## config.mk

```make
export PLATFORM = sky130hd
export DESIGN_NAME = debounced_inputs_flat
export DESIGN_NICKNAME = d
export VERILOG_FILES = /design/src/rtl/debounced_inputs_pkg.sv /design/src/rtl/wb_if.sv /design/src/rtl/debounce_channel.sv /design/src/rtl/debounced_inputs.sv /design/src/flat_wrapper.sv
export SDC_FILE = /design/constraint.sdc
export NUM_CORES = 1
export LEC_CHECK = 0
export CAP_MARGIN = 10
export CORE_MARGIN = 2
export CORE_UTILIZATION = 40
export DETAILED_ROUTE_END_ITERATION = 7
export GPL_TIMING_DRIVEN = 0
export HOLD_SLACK_MARGIN = 0.1
export PLACE_DENSITY = 0.64
export SLEW_MARGIN = 15
export SYNTH_ARGS = -nofsm -noshare
export SYNTH_HDL_FRONTEND = slang
export SYNTH_HIERARCHICAL = 1
export SYNTH_SLANG_ARGS = --single-unit
```

## constraint.sdc

```tcl
create_clock -name clk_i -period 4.6 [get_ports clk_i]
set_input_delay 0.92 -clock clk_i [delete_from_list [all_inputs] [get_ports clk_i]]
set_output_delay 0.92 -clock clk_i [all_outputs]
set_load 0.01 [all_outputs]
```

## src/rtl/debounced_inputs_pkg.sv

```systemverilog
// Shared types for the debounced input front end.
//   dbi_reg_e   : word offsets (adr[3:2]) of the four bus-visible registers
//   dbi_regs_t  : 32-bit view of the register file as presented on the bus
//   dbi_ch_mask : mask of the implemented channel bits for a given channel count
package debounced_inputs_pkg;

  typedef enum logic [1:0] {
    DBI_STATE  = 2'd0,
    DBI_RISE   = 2'd1,
    DBI_FALL   = 2'd2,
    DBI_IRQ_EN = 2'd3
  } dbi_reg_e;

  typedef struct packed {
    logic [31:0] state;
    logic [31:0] rise;
    logic [31:0] fall;
    logic [31:0] irq_en;
  } dbi_regs_t;

  function automatic logic [31:0] dbi_ch_mask(input int unsigned n);
    if (n >= 32) return '1;
    return (32'd1 << n) - 32'd1;
  endfunction

endpackage

```

## src/rtl/wb_if.sv

```systemverilog
// Minimal wishbone bundle for single-cycle-ack register slaves.
//   cyc/stb/we/adr/dat_w : master -> slave request
//   dat_r/ack            : slave -> master response
// Only the word select adr[3:2] is carried; the slave decodes nothing else.
interface wb_if;
  logic        cyc;
  logic        stb;
  logic        we;
  logic [3:2]  adr;
  logic [31:0] dat_w;
  logic [31:0] dat_r;
  logic        ack;

  modport slave  (input cyc, stb, we, adr, dat_w, output dat_r, ack);
  modport master (output cyc, stb, we, adr, dat_w, input dat_r, ack);
endinterface

```

## src/rtl/debounce_channel.sv

```systemverilog
// One input channel: synchroniser chain, debounce counter, edge events.
//   clk_i, rst_ni : clock, asynchronous active-low reset
//   raw_i         : asynchronous pad level
//   state_o       : debounced level
//   rise_o/fall_o : single-cycle strobes, high in the cycle whose closing edge
//                   updates state_o (combinational, for the sticky flags)
module debounce_channel #(
  parameter int unsigned DEBOUNCE_CYCLES = 5_000_000,
  parameter int unsigned SYNC_STAGES     = 2
) (
  input  logic clk_i,
  input  logic rst_ni,
  input  logic raw_i,
  output logic state_o,
  output logic rise_o,
  output logic fall_o
);

  localparam int unsigned     CNT_W    = $clog2(DEBOUNCE_CYCLES + 1);
  localparam logic [CNT_W-1:0] CNT_LAST = CNT_W'(DEBOUNCE_CYCLES - 1);

  logic [SYNC_STAGES-1:0] sync_q;
  logic                   s;
  logic                   state_q, state_d;
  logic [CNT_W-1:0]       cnt_q, cnt_d;
  logic                   event_d;

  assign s = sync_q[SYNC_STAGES-1];

  // A sample equal to the accepted level restarts the count, so a glitch
  // shorter than DEBOUNCE_CYCLES is rejected.
  always_comb begin
    state_d = state_q;
    cnt_d   = cnt_q;
    event_d = 1'b0;
    if (s == state_q) begin
      cnt_d = '0;
    end else if (cnt_q == CNT_LAST) begin
      state_d = s;
      cnt_d   = '0;
      event_d = 1'b1;
    end else begin
      cnt_d = cnt_q + 1'b1;
    end
  end

  always_ff @(posedge clk_i or negedge rst_ni) begin
    if (!rst_ni) begin
      sync_q  <= '0;
      state_q <= 1'b0;
      cnt_q   <= '0;
    end else begin
      sync_q  <= {sync_q[SYNC_STAGES-2:0], raw_i};
      state_q <= state_d;
      cnt_q   <= cnt_d;
    end
  end

  assign state_o = state_q;
  assign rise_o  = event_d &  s;
  assign fall_o  = event_d & ~s;

endmodule

```

## src/rtl/debounced_inputs.sv

```systemverilog
// N-channel button/switch front end with sticky edge flags and a maskable
// level interrupt, exposed as a wishbone register slave.
//   clk_i, rst_ni : clock, asynchronous active-low reset
//   inputs_i      : raw pad levels, one bit per channel
//   wb            : wishbone slave (STATE RO, RISE/FALL W1C, IRQ_EN RW)
//   irq_o         : registered |((RISE|FALL) & IRQ_EN)
module debounced_inputs
  import debounced_inputs_pkg::*;
#(
  parameter int unsigned N_CHANNELS      = 8,
  parameter int unsigned DEBOUNCE_CYCLES = 5_000_000,
  parameter int unsigned SYNC_STAGES     = 2
) (
  input  logic                  clk_i,
  input  logic                  rst_ni,
  input  logic [N_CHANNELS-1:0] inputs_i,
  wb_if.slave                   wb,
  output logic                  irq_o
);

  localparam logic [31:0] CH_MASK = dbi_ch_mask(N_CHANNELS);

  logic [N_CHANNELS-1:0] state_w, rise_ev, fall_ev;

  for (genvar g = 0; g < N_CHANNELS; g++) begin : g_ch
    debounce_channel #(
      .DEBOUNCE_CYCLES (DEBOUNCE_CYCLES),
      .SYNC_STAGES     (SYNC_STAGES)
    ) u_ch (
      .clk_i   (clk_i),
      .rst_ni  (rst_ni),
      .raw_i   (inputs_i[g]),
      .state_o (state_w[g]),
      .rise_o  (rise_ev[g]),
      .fall_o  (fall_ev[g])
    );
  end

  logic [31:0] rise_q, rise_d;
  logic [31:0] fall_q, fall_d;
  logic [31:0] irq_en_q, irq_en_d;
  logic        ack_q;
  logic        irq_q, irq_d;
  logic        access, wr_en;
  logic [31:0] wmask;
  logic [31:0] rdata;
  dbi_regs_t   regs;

  assign access = wb.cyc & wb.stb & ~ack_q;
  assign wr_en  = access & wb.we;
  // Unimplemented channel bits are stripped here so they can never be set.
  assign wmask  = wb.dat_w & CH_MASK;

  // Clear first, then OR in new events: a same-cycle event beats W1C.
  always_comb begin
    rise_d   = rise_q;
    fall_d   = fall_q;
    irq_en_d = irq_en_q;
    if (wr_en) begin
      case (dbi_reg_e'(wb.adr))
        DBI_RISE:   rise_d   = rise_q & ~wmask;
        DBI_FALL:   fall_d   = fall_q & ~wmask;
        DBI_IRQ_EN: irq_en_d = wmask;
        default:    ;
      endcase
    end
    rise_d = rise_d | 32'(rise_ev);
    fall_d = fall_d | 32'(fall_ev);
  end

  assign irq_d = |((rise_q | fall_q) & irq_en_q);

  assign regs = '{state:  32'(state_w),
                  rise:   rise_q,
                  fall:   fall_q,
                  irq_en: irq_en_q};

  always_comb begin
    rdata = '0;
    if (ack_q) begin
      case (dbi_reg_e'(wb.adr))
        DBI_STATE:  rdata = regs.state;
        DBI_RISE:   rdata = regs.rise;
        DBI_FALL:   rdata = regs.fall;
        DBI_IRQ_EN: rdata = regs.irq_en;
        default:    rdata = '0;
      endcase
    end
  end

  always_ff @(posedge clk_i or negedge rst_ni) begin
    if (!rst_ni) begin
      rise_q   <= '0;
      fall_q   <= '0;
      irq_en_q <= '0;
      ack_q    <= 1'b0;
      irq_q    <= 1'b0;
    end else begin
      rise_q   <= rise_d;
      fall_q   <= fall_d;
      irq_en_q <= irq_en_d;
      ack_q    <= access;
      irq_q    <= irq_d;
    end
  end

  assign wb.dat_r = rdata;
  assign wb.ack   = ack_q;
  assign irq_o    = irq_q;

endmodule

```

## src/flat_wrapper.sv

```systemverilog
// flat-port wrapper written by rule: the top's interface ports become plain ports
module debounced_inputs_flat import debounced_inputs_pkg::*;
#(
  parameter int unsigned N_CHANNELS      = 8,
  parameter int unsigned DEBOUNCE_CYCLES = 5_000_000,
  parameter int unsigned SYNC_STAGES     = 2
)
  (clk_i, rst_ni, inputs_i, irq_o, wb_cyc, wb_stb, wb_we, wb_adr, wb_dat_w, wb_dat_r, wb_ack);
  wb_if wb_i ();
  input  logic clk_i;
  input  logic rst_ni;
  input  logic [N_CHANNELS-1:0] inputs_i;
  output logic irq_o;
  input wire logic [$bits(wb_i.cyc)-1:0] wb_cyc;
  input wire logic [$bits(wb_i.stb)-1:0] wb_stb;
  input wire logic [$bits(wb_i.we)-1:0] wb_we;
  input wire logic [$bits(wb_i.adr)-1:0] wb_adr;
  input wire logic [$bits(wb_i.dat_w)-1:0] wb_dat_w;
  output wire logic [$bits(wb_i.dat_r)-1:0] wb_dat_r;
  output wire logic [$bits(wb_i.ack)-1:0] wb_ack;
  assign wb_i.cyc = wb_cyc;
  assign wb_i.stb = wb_stb;
  assign wb_i.we = wb_we;
  assign wb_i.adr = wb_adr;
  assign wb_i.dat_w = wb_dat_w;
  assign wb_dat_r = wb_i.dat_r;
  assign wb_ack = wb_i.ack;
  debounced_inputs #(.N_CHANNELS(N_CHANNELS), .DEBOUNCE_CYCLES(DEBOUNCE_CYCLES), .SYNC_STAGES(SYNC_STAGES)) u_core (.clk_i(clk_i), .rst_ni(rst_ni), .inputs_i(inputs_i), .wb(wb_i), .irq_o(irq_o));
endmodule
```

Yosys cells after proc, flatten, opt, wreduce, memory -nomap -nowiden
Index checks and enable logic that the tools add are counted.
W data, S select, Z words.
{"block": "op_classes", "n_addsub": 8, "n_eq_ne": 19, "muxes": 38, "bitwise": 43, "n_reduce_logical": 11}
{"op": "$mux W23", "count": 16}
{"op": "$add A23 B1 Y23 const B", "count": 8}
{"op": "$eq A23 B23 Y1 const B", "count": 8}
{"op": "$mux W32", "count": 5}
{"op": "$pmux W32 S4", "count": 1}
{"op": "$and A32 B32 Y32", "count": 2}
{"op": "$or A32 B8 Y32", "count": 2}
{"op": "$and A32 B8 Y32", "count": 1}
{"op": "$not A8 Y32", "count": 1}
{"op": "$or A32 B32 Y32", "count": 1}
{"op": "$reduce_or A32 Y1", "count": 1}
{"op": "$and A1 B1 Y1", "count": 19}
{"op": "$reduce_and A2 Y1", "count": 9}
{"op": "$not A1 Y1", "count": 17}
{"op": "$mux W1", "count": 16}
{"op": "$eq A1 B1 Y1", "count": 8}
{"op": "$eq A2 B2 Y1 const B", "count": 2}
{"op": "$eq A2 B1 Y1 const B", "count": 1}
{"op": "$logic_not A2 Y1", "count": 1}
{"block": "word_totals", "regBits": 282, "in_bits": 47, "out_inout_bits": 34}

Depth between registers and ports, before layout
{"block": "logic_depth", "ltp_word": 5, "depth_mapped": 6, "mapped_depth_nobuf": 5}

Modules after synthesis
Netlist, hierarchy kept.
{"mod": "debounce_channel (u_core.g_ch[0].u_ch ...)", "n_inst": 7, "cells_each": 126, "area_per_inst_um2": 1276.2, "seq_area_each_um2": 650.6}
{"mod": "debounced_inputs", "n_inst": 1, "cells_each": 131, "area_per_inst_um2": 1530.2, "seq_area_each_um2": 650.6}
{"mod": "debounce_channel (u_core.g_ch[3].u_ch)", "n_inst": 1, "cells_each": 126, "area_per_inst_um2": 1278.7, "seq_area_each_um2": 650.6}

Worst setup path before layout
OpenSTA, ideal clock, no wires.
{"block": "synth_timing", "path_type": "input -> output", "start": "input port wb_adr[0]", "end": "output port wb_dat_r[0]", "arrival_ns": 1.855, "required_ns": 3.680, "path_slack_ns": 1.825, "stages": 3, "path_buffers": 1, "path_cell_list": "buf_2 -> mux4_2 -> and2_1"}
{"block": "synth_via", "elab_chain_len": 3, "elab_cells_between_ends": 6, "classes_between": "3 x eq/ne; 2 x mux; 1 x reduce/logical"}
{"element": "start, declared", "line_no": "flat_wrapper.sv:17", "source": "input wire logic [$bits(wb_i.adr)-1:0] wb_adr;"}
{"element": "$eq A2 B2 Y1, or another cell as far along", "line_no": "debounced_inputs.sv:81", "source": "case (dbi_reg_e'(wb.adr))"}
{"element": "$pmux W32 S4 (*)", "line_no": "debounced_inputs.sv:81"}
{"element": "$mux W32 (*)", "line_no": "debounced_inputs.sv:80", "source": "if (ack_q) begin"}
{"element": "end, declared", "line_no": "flat_wrapper.sv:19", "source": "output wire logic [$bits(wb_i.dat_r)-1:0] wb_dat_r;"}
Mark *: on every way between the ends. The rest lies on a longest branch, timed or not.

Worst setup path in the final report
{"block": "layout_timing", "start": "input port wb_adr[0]", "end": "output port wb_dat_r[4]"}
The elaborated chain is that of the path after synthesis.

==> reports/metrics.yaml <==
cells_and_area:
  fin_nets: 1280
  finish.instance_area_um2: 13630
  seq_area_um2: 5856
  nFillCells: 2620
  area_delta_synth_final_pct: 16.06
  drive_gt1_frac: 0.1301
  post-route-util: 0.4735
  multi_input_comb_area_um2: 5444
detailed_routing:
  wl_per_cell_um: 14.64
  route.detailed.drc: 0
  dr.pass1.iters: 4
  ant_nets: 0
  vias: 8539
  drt_iter0_drc: 411
  drt-total-wl_um: 23880
  vias_per_cell: 5.235
yosys:
  async_flop_share: 1.000
  synth_area_leaders: "dfrtp_1, xor2_1, nand4_1"
  yosys_warnings: 6
  synth_seq_cells: 234
  synth_top_area_cell: "dfrtp_1"
  synth_edf_count: 0
  synth_area_per_cell_um2: 10.31
  postSynthCellCount: 1139
  synth_top_cell_area_share: 0.4987
  ys_top_cells_by_count: "dfrtp_1, nor2_1, xor2_1"
  synth_seq_area_share: 0.4987
  post_synth_num_cell_types: 39
  synth.most_common_cell: "dfrtp_1"
  ys.flop_type: "dfrtp_1"
  syn-cell-area_um2: 11740
grt:
  grt_max_degree: 99
  grt_overflow_total: 0
  grt_usage: 0.1585
  antenna_found_initial: 3
  grt_pass1_vias: 8485
  grt_pass1_wl_um: 41170
pwr:
  p_switching_mw: 1.017
  ir_drop_uv: 238.4
  combPwrFrac: 0.050
  p_clk_frac: 0.485
  power.share.sequential: 0.465
  intPower_mw: 3.578
  p_leak_nw: 6.035
  swShare: 0.2212
  p_per_area_nw_per_um2: 337.2
place:
  port_buffers: 32
  dp_slack_ns: 0.6294
  dp_hpwl_um: 15970
  placed_area_um2: 12690
  routabilityCongestion: 0.7805
worst_setup_path:
  crit_type: "in -> out"
  critical_path_arrival_ns: 3.02
  worstSetupEndpointType: "output pin"
  cp_max_fo: 10
  critPathLaunchType: "input pin"
  required_ns: 3.68
timing:
  fin_hold_ws_ns: 0.3251
  max_slew.worst_pin.slew_ns: 0.5745
  maxSlewHeadroom: 0.6120
  period_minus_slack_ns: 3.936
  hold_violations: 0
  finalMaxSlewViolations: 0
  rsz0062_at_grt: "no"
  setup_viol: 0
  layout_setup_ws_ns: 0.6639
  fmax_ghz: 0.2541
  fin_crit_sh: 0.8557
  clock_skew_ns: 0.01202
clocking:
  post_cts_buffers: 0
  cts.clk_slew.worst_paths_ns: 0.06
  tritoncts: "yes"
  cts_root_buf: "clkbuf_16"
  insertion_delay_ns: 0.53
  cts_buffers: 27
  numClockSinks: 234
  htree_levels: 1
  cts_hold_buf: 0
  cts_resized: 0
  clk_path_buf_depth: 3
run:
  maxCapViolations: 0
die:
  start_util: 0.4080
  io_pins: 81
  die_x_um: 175.3
  die_y_um: 175.3
  die_area_um2: 30740
  rows: 62
  core_area_um2: 28780
status:
  status: "complete, no violations"
hold_path:
  hold_class: "in -> async"
-- power groups by stage --
| stage | logic (mW) | clock network [mW] | registers, mW |
|---|---|---|---|
| 3_3_place_gp | 0.226 | 0 | 2.17 |
| 4_1_cts | 0.237 | 2.28 | 2.14 |
| 3_5_place_dp | 0.237 | 0 | 2.17 |
| 6_report | 0.231 | 2.23 | 2.14 |
| 5_1_grt | 0.259 | 2.39 | 2.14 |
| 2_1_floorplan | 0.131 | 0 | 2.16 |
-- critical path: stages --
cell	delay (ns)
clkdlybuf4s50_1	0.51
buf_2	0.33
mux4_2	0.53
and2_1	0.22
clkdlybuf4s50_1	0.50
-- registers in the layout, summed over array words and instances, names as in the netlist --
signal and count:
u_core/g_ch.u_ch/cnt_q 184, u_core/irq_en_q 8, u_core/irq_o 1, u_core/wb.ack 1, u_core/fall_q 8, u_core/rise_q 8, u_core/g_ch.u_ch/state_o 8, u_core/g_ch.u_ch/sync_q 16
-- cells in the final DEF (no fill, tap or decap), types with 23 or more instances in the layout --
| cell | n |
|---|---|
| clkdlybuf4s50_1 | 31 |
| nor2_1 | 105 |
| nand2_1 | 33 |
| inv_1 | 25 |
| nand4_1 | 67 |
| and2_1 | 40 |
| or3_1 | 49 |
| and4_1 | 23 |
| dfrtp_1 | 234 |
| o21ai_0 | 56 |
| or4_1 | 24 |
| nand3_1 | 63 |
| and3_1 | 31 |
| o31ai_1 | 24 |
| a21oi_1 | 72 |
| conb_1 | 24 |
| buf_4 | 32 |
| xor2_1 | 96 |
| buf_2 | 26 |
| clkbuf_16 | 27 |
-- cells by family after synthesis --
logic type	Yosys count	synth area share
adder cells (fa/ha/maj)	8	0.008525
XOR/XNOR	104	0.07757
buffers and inverters	96	0.04507
AND/OR/NAND/NOR	496	0.2473
other	1	0.0003194
AO/OA/AOI/OAI	176	0.08674
multiplexers	24	0.03580
flip-flops	234	0.4987
-- worst paths after layout --
check,from,endpoint,slack [ns],cells after the start
setup / recovery,wb_adr[0],wb_dat_r[4],0.66,5
hold / removal,rst_ni,u_core/g_ch[6].u_ch/cnt_q[17]$_DFF_PN0_,0.33,1
setup reg to reg,u_core/g_ch[6].u_ch/cnt_q[15]$_DFF_PN0_,u_core/g_ch[6].u_ch/cnt_q[12]$_DFF_PN0_,2.56,5
hold reg to reg,u_core/g_ch[5].u_ch/sync_q[0]$_DFF_PN0_,u_core/g_ch[5].u_ch/sync_q[1]$_DFF_PN0_,0.35,0
max in group asynchronous,rst_ni,u_core/g_ch[5].u_ch/cnt_q[13]$_DFF_PN0_,3.06,3
min in group clk_i,u_core/g_ch[5].u_ch/sync_q[0]$_DFF_PN0_,u_core/g_ch[5].u_ch/sync_q[1]$_DFF_PN0_,0.35,0
-- area by class of cell --
class                      instances  area share
antenna                            2   0.0003672
buffer                            71     0.03195
clock buffer                      34     0.05518
clock inverter                    15     0.01331
inverter                          25    0.006886
multi-input combinational        832      0.3995
sequential                       234      0.4297
tap                              384     0.03526
timing repair buffer              34     0.02791
-- stage by stage --
step	power (mW)	std cells	setup TNS, ns
after floorplan	2.292	1162	0
after global placement	2.399	1578	-1762.78
after detailed placement	2.408	1580	0
after CTS	4.657	1629	0
after global routing	4.785	1629	0
final	4.595	1631	0
-- layer usage --
layer	wire length [um]	vias to the layer above	track usage	share of wire
met2	11160	100	0.2646	0.47
li1	-	4252	-	-
met1	11460	4162	0.2152	0.48
met4	312	2	0.03542	0.013
met5	13	-	0	0.00054
met3	939	23	0.02944	0.039
Power figures use the tool's default switching activity.
